<file path="src/rtl/rpg_move_pkg.sv">
// Shared definitions for RPG sprite movement: pad bit indices, facing codes,
// motion FSM states and the pad-to-effective-direction helper.
package rpg_move_pkg;

    // Bit positions inside the {up,down,left,right} pad vector.
    localparam int DIR_UP    = 3;
    localparam int DIR_DOWN  = 2;
    localparam int DIR_LEFT  = 1;
    localparam int DIR_RIGHT = 0;

    // Facing codes reported to the renderer.
    localparam logic [1:0] FACE_UP    = 2'd0;
    localparam logic [1:0] FACE_DOWN  = 2'd1;
    localparam logic [1:0] FACE_LEFT  = 2'd2;
    localparam logic [1:0] FACE_RIGHT = 2'd3;

    typedef enum logic [1:0] {
        ST_IDLE = 2'd0,
        ST_HOLD = 2'd1,
        ST_RUN  = 2'd2
    } motion_state_e;

    // Opposing keys on the same axis cancel each other; the other axis survives.
    function automatic logic [3:0] effective_dir(input logic [3:0] raw);
        logic [3:0] ed;
        ed = raw;
        if (raw[DIR_UP] && raw[DIR_DOWN]) begin
            ed[DIR_UP]   = 1'b0;
            ed[DIR_DOWN] = 1'b0;
        end
        if (raw[DIR_LEFT] && raw[DIR_RIGHT]) begin
            ed[DIR_LEFT]  = 1'b0;
            ed[DIR_RIGHT] = 1'b0;
        end
        return ed;
    endfunction

endpackage

</file>
<file path="src/rtl/tick_divider.sv">
// Free-running divider producing a one-cycle tick every DIV clocks.
// The counter runs 0..DIV-1; tick is high while the count sits at DIV-1.
module tick_divider #(
    parameter int DIV = 833333
) (
    input  logic clk,
    input  logic rst,
    output logic tick
);

    localparam int CW = (DIV > 1) ? $clog2(DIV) : 1;
    localparam logic [CW-1:0] LAST = CW'(DIV - 1);

    logic [CW-1:0] cnt_q;

    assign tick = (cnt_q == LAST);

    // Count up and wrap to zero on the tick cycle.
    always_ff @(posedge clk) begin
        if (rst) begin
            cnt_q <= '0;
        end else if (tick) begin
            cnt_q <= '0;
        end else begin
            cnt_q <= cnt_q + 1'b1;
        end
    end

endmodule

</file>
<file path="src/rtl/sprite_motion_ctrl.sv">
// Sprite position controller: turns a debounced direction pad into a
// registered {hpos,vpos}, stepping once per movement tick with a first step,
// a hold delay and then continuous run (auto-repeat).
// Optional build macro SPRITE_MOTION_WRAP_EN: out-of-range steps wrap to the
// opposite bound (torus playfield) instead of saturating at the bound.
module sprite_motion_ctrl
    import rpg_move_pkg::*;
#(
    parameter int POS_W      = 10,
    parameter int H_MIN      = 0,
    parameter int H_MAX      = 615,
    parameter int V_MIN      = 0,
    parameter int V_MAX      = 455,
    parameter int INIT_H     = 463,
    parameter int INIT_V     = 270,
    parameter int STEP       = 5,
    parameter int TICK_DIV   = 833333,
    parameter int REPEAT_DLY = 8
) (
    input  logic               clk,
    input  logic               rst,
    input  logic [3:0]         inputs,
    output logic [2*POS_W-1:0] position,
    output logic               moving,
    output logic [1:0]         facing,
    output logic               edge_hit
);

    // Two spare bits so pos-STEP and pos+STEP are representable as signed.
    localparam int CW = POS_W + 2;
    localparam int HW = (REPEAT_DLY > 0) ? $clog2(REPEAT_DLY + 1) : 1;

    localparam logic [POS_W-1:0] H_MIN_P  = POS_W'(H_MIN);
    localparam logic [POS_W-1:0] H_MAX_P  = POS_W'(H_MAX);
    localparam logic [POS_W-1:0] V_MIN_P  = POS_W'(V_MIN);
    localparam logic [POS_W-1:0] V_MAX_P  = POS_W'(V_MAX);
    localparam logic [POS_W-1:0] INIT_H_P = POS_W'(INIT_H);
    localparam logic [POS_W-1:0] INIT_V_P = POS_W'(INIT_V);
    localparam logic [CW-1:0]    STEP_P   = CW'(STEP);
    localparam logic [HW-1:0]    HOLD_LD  = HW'(REPEAT_DLY);

    motion_state_e     state_q;
    logic [HW-1:0]     hold_q;
    logic [3:0]        dir_q;
    logic [POS_W-1:0]  hpos_q, vpos_q;
    logic [1:0]        facing_q;
    logic              edge_hit_q;

    logic              tick;
    logic [3:0]        ed;
    logic              step_now;
    logic              h_hit, v_hit;
    logic [POS_W-1:0]  h_next, v_next;
    logic [1:0]        face_next;

    tick_divider #(.DIV(TICK_DIV)) u_tick (
        .clk  (clk),
        .rst  (rst),
        .tick (tick)
    );

    // One axis step: returns {hit, new_pos}; hit means the bound was crossed.
    function automatic logic [POS_W:0] step_axis(
        input logic [POS_W-1:0] pos,
        input logic             dec,
        input logic             inc,
        input logic [POS_W-1:0] lo,
        input logic [POS_W-1:0] hi
    );
        logic signed [CW-1:0] cand;
        logic signed [CW-1:0] lo_s;
        logic signed [CW-1:0] hi_s;
        logic                 hit;
        logic [POS_W-1:0]     res;
        cand = $signed({2'b00, pos});
        lo_s = $signed({2'b00, lo});
        hi_s = $signed({2'b00, hi});
        hit  = 1'b0;
        res  = pos;
        if (dec) begin
            cand = cand - $signed(STEP_P);
        end else if (inc) begin
            cand = cand + $signed(STEP_P);
        end
        if (cand < lo_s) begin
            hit = 1'b1;
`ifdef SPRITE_MOTION_WRAP_EN
            res = hi;
`else
            res = lo;
`endif
        end else if (cand > hi_s) begin
            hit = 1'b1;
`ifdef SPRITE_MOTION_WRAP_EN
            res = lo;
`else
            res = hi;
`endif
        end else begin
            res = cand[POS_W-1:0];
        end
        return {hit, res};
    endfunction

    // Effective direction, candidate positions and whether this tick steps.
    always_comb begin
        ed = effective_dir(inputs);
        {h_hit, h_next} = step_axis(hpos_q, ed[DIR_LEFT], ed[DIR_RIGHT], H_MIN_P, H_MAX_P);
        {v_hit, v_next} = step_axis(vpos_q, ed[DIR_UP], ed[DIR_DOWN], V_MIN_P, V_MAX_P);
        // Vertical component wins the facing on diagonals.
        face_next = facing_q;
        if (ed[DIR_UP])         face_next = FACE_UP;
        else if (ed[DIR_DOWN])  face_next = FACE_DOWN;
        else if (ed[DIR_LEFT])  face_next = FACE_LEFT;
        else if (ed[DIR_RIGHT]) face_next = FACE_RIGHT;
        step_now = 1'b0;
        if (tick && ed != 4'b0000) begin
            unique case (state_q)
                ST_IDLE: step_now = 1'b1;
                ST_HOLD: step_now = (ed != dir_q) || (hold_q == '0);
                ST_RUN:  step_now = 1'b1;
                default: step_now = 1'b0;
            endcase
        end
    end

    // Motion FSM: first step, hold delay countdown, then continuous run.
    always_ff @(posedge clk) begin
        if (rst) begin
            state_q <= ST_IDLE;
            hold_q  <= '0;
            dir_q   <= '0;
        end else if (tick) begin
            unique case (state_q)
                ST_IDLE: begin
                    if (ed != 4'b0000) begin
                        hold_q  <= HOLD_LD;
                        dir_q   <= ed;
                        state_q <= ST_HOLD;
                    end
                end
                ST_HOLD: begin
                    if (ed == 4'b0000) begin
                        state_q <= ST_IDLE;
                    end else if (ed != dir_q) begin
                        hold_q <= HOLD_LD;
                        dir_q  <= ed;
                    end else if (hold_q != '0) begin
                        hold_q <= hold_q - 1'b1;
                    end else begin
                        state_q <= ST_RUN;
                    end
                end
                ST_RUN: begin
                    if (ed == 4'b0000) begin
                        state_q <= ST_IDLE;
                    end else if (ed != dir_q) begin
                        hold_q  <= HOLD_LD;
                        dir_q   <= ed;
                        state_q <= ST_HOLD;
                    end
                end
                default: state_q <= ST_IDLE;
            endcase
        end
    end

    // Position/facing update on each step; edge_hit lasts exactly one cycle.
    always_ff @(posedge clk) begin
        if (rst) begin
            hpos_q     <= INIT_H_P;
            vpos_q     <= INIT_V_P;
            facing_q   <= FACE_DOWN;
            edge_hit_q <= 1'b0;
        end else begin
            edge_hit_q <= 1'b0;
            if (step_now) begin
                hpos_q     <= h_next;
                vpos_q     <= v_next;
                facing_q   <= face_next;
                edge_hit_q <= h_hit | v_hit;
            end
        end
    end

    assign position = {hpos_q, vpos_q};
    assign moving   = (state_q != ST_IDLE);
    assign facing   = facing_q;
    assign edge_hit = edge_hit_q;

endmodule

</file>
<file path="config.mk">
export PLATFORM = sky130hd
export DESIGN_NAME = sprite_motion_ctrl
export DESIGN_NICKNAME = d
export VERILOG_FILES = /design/src/rtl/rpg_move_pkg.sv /design/src/rtl/tick_divider.sv /design/src/rtl/sprite_motion_ctrl.sv
export SDC_FILE = /design/constraint.sdc
export NUM_CORES = 1
export LEC_CHECK = 0
export CAP_MARGIN = 20
export CORE_AREA = 3 3 113 115
export CTS_BUF_LIST = sky130_fd_sc_hd__clkbuf_4 sky130_fd_sc_hd__clkbuf_8
export CTS_CLUSTER_SIZE = 25
export DETAILED_ROUTE_END_ITERATION = 16
export DIE_AREA = 0 0 116 118
export GPL_ROUTABILITY_DRIVEN = 0
export PLACE_DENSITY_LB_ADDON = 0.08
export SYNTH_ARGS = -nofsm -noshare
export SYNTH_HDL_FRONTEND = slang
export SYNTH_SLANG_ARGS = --single-unit
</file>
<file path="constraint.sdc">
create_clock -name clk -period 5.3 [get_ports clk]
set_input_delay 1.06 -clock clk [delete_from_list [all_inputs] [get_ports clk]]
set_output_delay 1.06 -clock clk [all_outputs]
set_load 0.01 [all_outputs]
</file>
# Word-level counts from Yosys, hierarchy flattened

Cells that the tools add are included.

Add/sub/neg operators: 6
Magnitude comparators: 4
Eq/ne operators: 14
Mux-type cells: 38
Bitwise operators: 2
Reduce and logical (&&, ||, !) cells: 20

Operators with widths:

| cell                                                             | number |
|---|---|
| 2-to-1 mux 10 bit                                                | 4 |
| 2-to-1 mux 4 bit                                                 | 9 |
| less-than comparator 12 x 1 -> 1 bit (second input constant)     | 2 |
| 2-to-1 mux 12 bit                                                | 2 |
| 2-to-1 mux 2 bit                                                 | 12 |
| adder 10 x 3 -> 11 bit (second input constant)                   | 2 |
| 2-to-1 mux 11 bit                                                | 2 |
| subtractor 10 x 3 -> 11 bit (second input constant)              | 2 |
| adder 20 x 1 -> 20 bit (second input constant)                   | 1 |
| == test 20 bit (second input constant)                           | 1 |
| greater-than comparator 12 x 10 -> 1 bit (second input constant) | 1 |
| greater-than comparator 12 x 11 -> 1 bit (second input constant) | 1 |
| != test 3 bit (second input constant)                            | 4 |
| case mux 4 bit (3 select lines)                                  | 1 |
| != test 2 bit (second input constant)                            | 5 |
| AND reduction 5 bit                                              | 2 |
| zero test 4 bit                                                  | 2 |
| case mux 4 bit (2 select lines)                                  | 1 |
| nonzero test 4 bit                                               | 2 |
| OR reduction 2 bit                                               | 4 |
| AND reduction 7 bit                                              | 1 |
| case mux 2 bit (3 select lines)                                  | 1 |
| 2-to-1 mux 1 bit                                                 | 5 |
| != test 4 bit                                                    | 1 |
| other kinds (13)                                                 | 16 |

Flip-flop bits (word level): 53

# Longest topological paths before layout

Gate-level depths: netlist of the first run.

Word-level depth: 8
Mapped depth: 11
Gate-level depth less buffers: 9

# Modules after synthesis

From an unflattened synthesis of the first run, not the netlist that was laid out.

Cells, all modules: 447
Area, all modules: 3,644.7 µm²

Modules (own cells, without submodules):

| module             | instances | cells each | area each (µm²) | seq. area each (µm²) |
|---|---|---|---|---|
| sprite_motion_ctrl | 1         | 332        | 2,648.8         | 660.6 |
| tick_divider       | 1         | 115        | 996.0           | 400.4 |

# Least setup slack after synthesis of the first run

Ideal clock, no wire load.

Kind: input -> register
Start: input port inputs[0]
End: register hpos_q[8]
Setup time: 122 ps
Data arrival time: 3,270 ps
Data required time: 5,178 ps
Slack: 1,908 ps
Stages: 10
Buffers on the path: 1
Path through: inv_1 > ha_1 > or3b_4 > or4_4 > buf_6 > xnor2_2 > o221ai_2 > a31oi_4 > o21ai_1 > a221o_1

RTL lines:

| element                                                                      | RTL line                                            | text |
|---|---|---|
| from (decl)                                                                  | sprite_motion_ctrl.sv:22                            | `input logic [3:0] inputs,` |
| logical AND 1 bit (*)                                                        | rpg_move_pkg.sv:31                                  | `if (raw[DIR_LEFT] && raw[DIR_RIGHT]) begin` |
| 2-to-1 mux 2 bit (*)                                                         | rpg_move_pkg.sv:31                                  |  |
| via ed[1]                                                                    | sprite_motion_ctrl.sv:50                            | `logic [3:0] ed;` |
| 2-to-1 mux 12 bit or != test 4 bit (tied branches)                           | sprite_motion_ctrl.sv:80, sprite_motion_ctrl.sv:120 |  |
| greater-than comparator 12 x 11 -> 1 bit or logical OR 1 bit (tied branches) | sprite_motion_ctrl.sv:92, sprite_motion_ctrl.sv:120 |  |
| 2-to-1 mux 10 bit or case mux 1 bit (2 select lines) (tied branches)         | sprite_motion_ctrl.sv:92, sprite_motion_ctrl.sv:118 |  |
| 2-to-1 mux 10 bit or 2-to-1 mux 1 bit (tied branches)                        | sprite_motion_ctrl.sv:85, sprite_motion_ctrl.sv:117 |  |
| to (signal assigned)                                                         | sprite_motion_ctrl.sv:178                           | `hpos_q <= h_next;` |
| to (decl)                                                                    | sprite_motion_ctrl.sv:45                            | `logic [POS_W-1:0] hpos_q, vpos_q;` |

The timed path passes the listed nets; every way through them passes the cells marked *.
A chain may end at the register's enable or synchronous reset.

# Worst setup path after layout of the first run

Same ends and word-level chain as after synthesis.

==> results of run 1 <==
[tightest hold or removal path: cells and delay by family (launching register included)]
kind	cells	cell delay, ns
AO/OA/AOI/OAI	1	0.05
AND/OR/NAND/NOR	1	0.05
flip-flops	1	0.33
[cell usage in the layout, fill, tap and decap left out, types with 4 or more instances in the layout]
cell              n
nand2b_1          7
buf_4             5
inv_1            27
xnor2_1          15
nand3_1          14
nand2_1          30
nor2_1           44
or3_1            11
o21ai_0          24
o211ai_1          6
and3_1           10
nor2b_1           7
a211o_1           5
nor4b_1           4
ha_1             15
a21oi_1          29
clkdlybuf4s50_1  29
nor3_1           14
mux2i_1           6
xor2_1           12
nor4_1            8
or4_1             6
clkbuf_8          6
nand4_1           7
dfxtp_1          53
[state kept, by name, indices dropped and copies added (netlist names)]
| register | flops |
|---|---|
| state_q | 2 |
| facing | 2 |
| vpos_q | 10 |
| hold_q | 4 |
| dir_q | 4 |
| u_tick.cnt_q | 20 |
| edge_hit | 1 |
| hpos_q | 10 |
[metal layers]
layer,wire length (µm),up-vias,track usage (%)
li1,-,1650,-
met2,4510,49,23.2
met4,89,0,3.26
met3,307,8,2.57
met1,4300,1517,19.2
met5,0,-,0
[area by class of cell]
cell class | count | area share [%]
clock inverters | 2 | 0.926
well taps | 147 | 4.54
multi-input cells | 344 | 55.7
inverters | 27 | 2.50
flip-flops and latches | 53 | 26.2
repair buffers | 34 | 8.09
clock buffers | 6 | 2.04
[where the power goes]
| group | leakage (µW) | internal (µW) | switching (µW) |
|---|---|---|---|
| sequential | 0.000428 | 401 | 6.25 |
| clock | 0.0000574 | 154 | 143 |
| combinational | 0.000961 | 23.3 | 34.3 |
[logic make-up (layout without fill, tap and decap cells)]
logic type | after synthesis | in the layout | synth area share (%)
flip-flops | 53 | 53 | 30.3
AO/OA/AOI/OAI | 111 | 111 | 21.8
AND/OR/NAND/NOR | 183 | 183 | 28.1
adder cells (fa/ha/maj) | 15 | 15 | 5.36
multiplexers | 7 | 7 | 2.04
buffers and inverters | 45 | 69 | 5.11
XOR/XNOR | 28 | 28 | 7.22
[metrics by stage]
step | hold slack [ns] | std cells | util (%) | total power [µW] | instance area, µm²
3_5_place_dp | 0.457 | 605 | 33.0 | 475 | 3930
2_1_floorplan | 0.436 | 442 | - | 454 | 3500
5_1_grt | 0.514 | 613 | 34.0 | 803 | 4050
4_1_cts | 0.475 | 613 | 34.0 | 777 | 4050
6_report | 0.471 | 613 | 34.0 | 762 | 4050
3_3_place_gp | 0.451 | 605 | 33.0 | 475 | 3930
[how the worst max path moves through the flow]
stage / start / to / cells after the start
6_report: inputs[0] / hpos_q[8] / 10
3_5_place_dp: inputs[0] / hpos_q[8] / 10
2_1_floorplan: inputs[0] / hpos_q[8] / 10
5_1_grt: inputs[0] / hpos_q[8] / 10
4_1_cts: inputs[0] / hpos_q[8] / 10
3_3_place_gp: inputs[0] / hpos_q[8] / 10
==> flow_metrics.py, run 1 <==
metrics = {
    "yosys": {
        "synth_edf_count": 0,
        "synth_top_area_cell": "dfxtp_1",
        "synth_flop_cell": "dfxtp_1",
        "synthTopCellsByCount": "dfxtp_1 (53), nor2_1 (44), nand2_1 (30), a21oi_1 (29), inv_1 (27)",
        "syn_area_per_cell_um2": 7.92,
        "ys_ff_latch": 53,
        "syn-num-nets": 463,
        "syn-instance-count": 442,
        "synth.top_cell.area_share_pct": 30.3,
        "synth_cell_types": 64,
        "synth_area_um2": 3500,
        "synthMostInstantiatedCell": "dfxtp_1",
        "ys_warn_count": 0,
        "yosys-top-cells-area": "dfxtp_1 (30%), ha_1 (5.4%), nor2_1 (4.7%)",
        "async_reset_ff_share_pct": 0,
        "ys_seq_area_share_pct": 30.3,
    },
    "global_routing": {
        "gr-total-overflow": 0,
        "grt_use_total_pct": 14.2,
        "grt_pass1_vias": 3108,
        "grt_max_degree": 33,
        "antenna_found_initial": 0,
        "grt_pass1_wl_mm": 15.9,
    },
    "floorplanning": {
        "fp.dieH_um": 118,
        "initial_core_util_pct": 29.4,
        "rows": 40,
        "die_x_um": 116,
        "die_area_um2": 13700,
        "io-pin-count": 30,
        "core_um2": 11900,
    },
    "critical_path": {
        "critical_path_class": "in -> reg",
        "path_max_fanout": 14,
        "rr_startpoint": "vpos_q[5]",
        "start_kind": "input pin",
        "crit_path_end_kind": "flip-flop",
        "cp_top_family": "simple AND/OR/NAND/NOR gates",
        "critPathMaxStageDelay_ns": 0.53,
        "crit_buf_inv": 2,
        "crit_chain": "clkdlybuf4s50_1 -> inv_1 -> ha_1 -> or3b_4 -> or4_4 -> xnor2_2 -> o221ai_2 -> a31oi_4 -> o21ai_1 -> a221o_1",
        "cp_slowest_cell": "or4_4",
        "regToRegEndpoint": "edge_hit",
        "cp_data_arrival_time_ns": 4.10,
        "reg2reg_slack_ns": 2.60,
        "cp.required_ns": 5.52,
        "reg2reg_depth": 7,
    },
    "finish": {
        "syn_to_final_growth_pct": 15.8,
        "multi_input_area_um2": 2260,
        "antennaDiodeCount": 0,
        "nFillCells": 1275,
        "drive_above_1_share_pct": 6.22,
        "regArea_um2": 1060,
        "fin_nets": 486,
    },
    "timing": {
        "fin_skew_ns": 0.00409,
        "max_freq_ghz": 0.258,
        "layout_setup_ws_ns": 1.42,
        "finalHoldViolCount": 0,
        "tns_ns": 0,
        "maxSlewViolCount": 0,
        "rsz0062_at_grt": "false",
        "setup_viol": 0,
        "fin_crit_sh_pct": 73.2,
        "period_minus_slack_ns": 3.88,
        "relSlewSlack_pct": 51.9,
        "worst_pin_slew_ns": 0.716,
    },
    "hold_path": {
        "min_path_type": "reg -> reg",
        "hold_path_end": "facing[1]",
        "min_from": "facing[1]",
        "holdPathStages": 2,
    },
    "clock_network": {
        "clk_path_buf_depth": 2,
        "cts.repair.resized": 0,
        "clkLatencyLatePin_ns": 0.32,
        "post_cts_buffers": 0,
        "cts_tree": "done",
        "root_buffer": "clkbuf_8",
        "cts.sinks": 53,
        "numCtsBuffers": 5,
        "path_clk_slew_ns": 0.10,
        "htree_levels": 2,
        "postCtsHoldBufs": 0,
    },
    "placement": {
        "io_buffers": 29,
        "dp_slack_ns": 1.04,
        "dp_hpwl_mm": 6.73,
    },
    "detailed_routing": {
        "avgRoutedWirePerCell_um": 15.0,
        "num_vias": 3224,
        "ant_nets": 0,
        "wl_mm": 9.20,
        "vias_per_cell": 5.26,
        "drc": 0,
        "drtIter0Drc": 218,
        "first_pass_iters": 4,
    },
    "power_and_ir_drop": {
        "worst_ir_drop_vdd_mv": 0.0755,
        "powerDensity_nw_per_um2": 188,
        "total_leakage_power_uw": 0.00145,
    },
    "run": {
        "maxCapViolations": 0,
    },
    "status": {
        "status": "completed",
    },
}
Note: power is estimated with default switching activity, not from simulation.
==> run 2: changes to the inputs <==
clock period = 3.8 ns   (was 5.3 ns; I/O delays follow)
==> flow_metrics.py, run 2 (synthesis results as in run 1) <==
metrics = {
    "timing": {
        "maxSlewViolCount": 0,
        "fin_skew_ns": 0.00595,
        "rsz0062_at_grt": "false",
        "finalHoldViolCount": 0,
        "fin_crit_sh_pct": 85.5,
        "tns_ns": 0,
        "period_minus_slack_ns": 3.25,
        "worst_pin_slew_ns": 0.902,
        "relSlewSlack_pct": 39.7,
        "setup_viol": 0,
        "hold_ws_ns": 0.462,
        "max_freq_ghz": 0.308,
    },
    "finish": {
        "top_register": "u_tick.cnt_q",
        "reg.largest.list": "u_tick.cnt_q: 20 flops, hpos_q: 10 flops, vpos_q: 10 flops",
        "fin_nets": 496,
        "syn_to_final_growth_pct": 17.8,
        "fin_util_pct": 34.6,
        "antennaDiodeCount": 0,
        "largest_reg_flops": 20,
        "final_cell_mix": "dfxtp_1 (53), nor2_1 (44), nand2_1 (30), a21oi_1 (29), clkdlybuf4s50_1 (29)",
        "drive_above_1_share_pct": 8.19,
        "design_area_um2": 4120,
        "layout.cells.most_common": "dfxtp_1",
    },
    "clock_network": {
        "cts_tree": "done",
        "htree_levels": 2,
        "cts.repair.resized": 0,
        "postCtsHoldBufs": 0,
        "post_cts_buffers": 0,
        "clk_path_buf_depth": 2,
        "path_clk_slew_ns": 0.11,
        "clkLatencyLatePin_ns": 0.32,
        "root_buffer": "clkbuf_8",
        "cts.sinks": 53,
        "numCtsBuffers": 5,
    },
    "power_and_ir_drop": {
        "pwr-share-clk_pct": 35.7,
        "power.total_uw": 1010,
        "share_comb_of_total_power_pct": 8.2,
        "p_sw_uw": 267,
        "total_leakage_power_uw": 0.00150,
        "p_sw_share_pct": 26.4,
        "power.internal_uw": 746,
        "worst_ir_drop_vdd_mv": 0.150,
        "pwr-share-seq_pct": 56.1,
        "powerDensity_nw_per_um2": 246,
    },
    "placement": {
        "place_area_um2": 4020,
        "io_buffers": 29,
        "dp_hpwl_mm": 6.89,
    },
    "floorplanning": {
        "core_um2": 11900,
        "io-pin-count": 30,
        "die_area_um2": 13700,
        "initial_core_util_pct": 29.4,
        "rows": 40,
        "fp.dieH_um": 118,
        "die_x_um": 116,
    },
    "global_routing": {
        "gr-total-overflow": 0,
        "grt_use_total_pct": 13.9,
        "grt_max_degree": 31,
        "antenna_found_initial": 0,
        "grt_pass1_vias": 3060,
        "grt_pass1_wl_mm": 15.7,
    },
    "run": {
        "maxCapViolations": 0,
    },
    "critical_path": {
        "reg2reg_depth": 7,
        "crit_path_end_kind": "flip-flop",
        "critical_path_class": "in -> reg",
        "path_max_fanout": 13,
        "start_kind": "input pin",
        "cp.required_ns": 4.02,
        "reg2reg_slack_ns": 1.15,
        "regToRegEndpoint": "hpos_q[8]",
        "rr_startpoint": "u_tick.cnt_q[16]",
        "cp_data_arrival_time_ns": 3.47,
    },
    "detailed_routing": {
        "vias_per_cell": 5.22,
        "drtIter0Drc": 153,
        "ant_nets": 0,
        "wl_mm": 9.43,
        "avgRoutedWirePerCell_um": 15.1,
        "first_pass_iters": 4,
        "num_vias": 3253,
        "drc": 0,
    },
    "hold_path": {
        "min_path_type": "reg -> reg",
        "hold_path_end": "facing[1]",
        "min_from": "facing[1]",
        "holdPathStages": 2,
    },
    "status": {
        "status": "completed",
    },
}
run 2: per-layer routing:
layer,vias up,track usage (%),wire [µm]
met5,-,0,0
met1,1527,19.0,4630
met4,0,2.61,80
li1,1670,-,-
met2,50,22.9,4430
met3,6,2.37,279
run 2: power by group through the flow:
| stage | logic, µW | clock network [µW] | registers, µW |
|---|---|---|---|
| after floorplan | 53.9 | 0 | 579 |
| after global placement | 83.4 | 0 | 581 |
| after detailed placement | 84.2 | 0 | 582 |
| after CTS | 84.6 | 377 | 569 |
| after global routing | 93.2 | 399 | 570 |
| final | 83.5 | 361 | 569 |
run 2: final cells by class:
class | count | area [µm²]
inverter | 27 | 101
fill | 1244 | 7790
tap | 147 | 184
timing repair buffer | 44 | 415
clock buffer | 6 | 82.6
sequential | 53 | 1060
clock inverter | 2 | 17.5
multi-input combinational | 344 | 2260
run 2: per-stage QoR:
step	setup slack [ns]	instances
finish	0.549	623
global route	0.320	623
CTS	0.567	623
detailed placement	0.217	615
global placement	0.201	615
floorplan	0.708	442
run 2: worst max-delay path by stage:
| stage | startpoint | cells past startpoint | end | slack [ns] |
|---|---|---|---|---|
| after floorplan | inputs[0] | 10 | hpos_q[8] | 0.71 |
| after global placement | inputs[0] | 10 | hpos_q[8] | 0.20 |
| after detailed placement | inputs[0] | 10 | hpos_q[8] | 0.22 |
| after CTS | inputs[0] | 10 | hpos_q[8] | 0.57 |
| after global routing | inputs[0] | 9 | hpos_q[0] | 0.32 |
| final | inputs[0] | 11 | hpos_q[8] | 0.55 |
run 2: critical path, stage by stage:
cell and delay (ns):
clkdlybuf4s50_1 0.48, inv_1 0.05, ha_1 0.19, buf_4 0.18, nand4b_1 0.28, o22ai_1 0.31, o21ai_0 0.19, mux2i_1 0.22
a31oi_4 0.33, o21ai_1 0.12, a221o_1 0.36
==> run 3: changes to the inputs <==
SLEW_MARGIN = 25   (was not set)
clock period = 2.8 ns   (was 3.8 ns; I/O delays follow)
==> flow_metrics.py, run 3 (synthesis results as in run 1) <==
metrics = {
    "hold_path": {
        "min_from": "facing[1]",
        "min_path_type": "reg -> reg",
    },
    "finish": {
        "drive_above_1_share_pct": 21.3,
        "fin_nets": 547,
        "layout.cells.most_common": "buf_4",
        "syn_to_final_growth_pct": 33.1,
        "largest_reg_flops": 20,
        "reg.largest.list": "u_tick.cnt_q: 20 flops, hpos_q: 10 flops, vpos_q: 10 flops",
        "top_register": "u_tick.cnt_q",
        "final_cell_mix": "buf_4 (62), dfxtp_1 (53), nor2_1 (44), nand2_1 (30), a21oi_1 (29)",
        "antennaDiodeCount": 0,
        "nFillCells": 1225,
    },
    "detailed_routing": {
        "num_vias": 3480,
        "wl_mm": 9.80,
        "avgRoutedWirePerCell_um": 14.5,
        "ant_nets": 0,
        "vias_per_cell": 5.16,
        "drc": 0,
        "drtIter0Drc": 159,
        "first_pass_iters": 4,
    },
    "critical_path": {
        "critPathLaunch": "inputs[2]",
        "crit_chain": "clkdlybuf4s50_1 -> inv_1 -> ha_4 -> and2_1 -> nor4_2 -> o21ai_2 -> or4b_2 -> a21oi_1 -> a211oi_1",
        "cp_top_family": "simple AND/OR/NAND/NOR gates",
        "critPathMaxStageDelay_ns": 0.64,
        "cp_data_arrival_time_ns": 2.87,
        "cp_slowest_cell": "or4b_2",
        "cp.required_ns": 3.01,
        "path_max_fanout": 4,
        "critical_path_class": "in -> reg",
        "crit_buf_inv": 2,
        "rr_startpoint": "hpos_q[1]",
        "start_kind": "input pin",
        "crit_path_end_kind": "flip-flop",
    },
    "clock_network": {
        "clkLatencyLatePin_ns": 0.32,
        "htree_levels": 2,
        "cts.sinks": 53,
        "root_buffer": "clkbuf_8",
        "cts_tree": "done",
        "numCtsBuffers": 5,
        "path_clk_slew_ns": 0.10,
        "clk_path_buf_depth": 2,
    },
    "timing": {
        "worst_pin_slew_ns": 0.501,
        "tns_ns": 0,
        "hold_ws_ns": 0.455,
        "relSlewSlack_pct": 66.6,
        "period_minus_slack_ns": 2.66,
        "fin_skew_ns": 0.00501,
        "finalHoldViolCount": 0,
        "max_freq_ghz": 0.376,
        "rsz0062_at_grt": "false",
        "maxSlewViolCount": 0,
        "fin_crit_sh_pct": 94.9,
        "setup_viol": 0,
    },
    "floorplanning": {
        "die_x_um": 116,
        "io-pin-count": 30,
        "initial_core_util_pct": 29.4,
        "core_um2": 11900,
        "fp.dieH_um": 118,
        "rows": 40,
        "die_area_um2": 13700,
    },
    "power_and_ir_drop": {
        "worst_ir_drop_vdd_mv": 0.171,
        "powerDensity_nw_per_um2": 315,
        "total_leakage_power_uw": 0.00176,
    },
    "placement": {
        "dp_hpwl_mm": 7.44,
        "io_buffers": 29,
    },
    "status": {
        "status": "completed",
    },
    "run": {
        "maxCapViolations": 0,
    },
    "global_routing": {
        "grt_use_total_pct": 14.7,
        "grt_pass1_vias": 3305,
        "grt_max_degree": 18,
        "gr-total-overflow": 0,
        "grt_pass1_wl_mm": 16.5,
        "antenna_found_initial": 0,
    },
}
## run 3: changes by cell type in the layout (fill, tap and decap cells not counted), moves of 3 or more
cell / previous run / this run
clkdlybuf4s50_1: 29 / 26
ha_1: 15 / 12
o21ai_2: 0 / 3
nor3_1: 14 / 11
buf_4: 14 / 62
nor3_2: 0 / 3
## run 3: path summary, 6_finish.rpt
kind         depth (start not counted)         to  slack, ns
max                                  9  vpos_q[8]       0.14
min                                  2  facing[1]       0.45
max reg2reg                         10  hpos_q[3]       0.24
min reg2reg                          2  facing[1]       0.45
## run 3: report_power, final
part	total (µW)	internal, µW	switching [µW]
sequential	771	759	12.0
combinational	144	69.6	74.5
clock	552	279	273
## run 3: final cells by class
type / count / area (µm²) / area share (%)
Timing Repair Buffer: 94 / 791 / 17.0
Clock buffer: 6 / 76.3 / 1.64
Inverter: 27 / 101 / 2.18
Sequential cell: 53 / 1060 / 22.8
Multi-Input combinational cell: 345 / 2410 / 51.7
Clock inverter: 2 / 38.8 / 0.832
Tap cell: 147 / 184 / 3.95
## run 3: worst min-delay path, cell delays in order, from the launching register on
cell     delay, ns
dfxtp_1       0.32
nand2_1       0.05
a21oi_1       0.05
## run 3: per-stage QoR
step	total power [µW]	cells	setup slack, ns	util (%)	instance area (µm²)
finish	1470	674	0.142	39.1	4660
CTS	1490	672	0.0113	38.2	4560
detailed placement	930	661	-0.548	36.8	4380
floorplan	861	442	0.0388	-	3510
global placement	931	661	-0.504	36.8	4380
global route	1550	674	0.00836	39.1	4660
## run 3: routing by layer
layer  GRT usage (%)  vias up  part of all wire [%]  wire (µm)
met1            19.6     1644                    48       4720
met2            25.0       39                    48       4730
met5               0        -                     0          0
li1                -     1790                     -          -
met4            2.39        0                  0.66         65
met3            2.31        7                   2.9        284
## run 3: what timing repair did
action,CTS,global route
hold buffers,0,0
gates resized for setup,8,24
gates cloned,1,0
pin swaps,6,11
endpoints found under the setup margin,19,27
buffers inserted,2,2
endpoints found under the hold margin,0,0
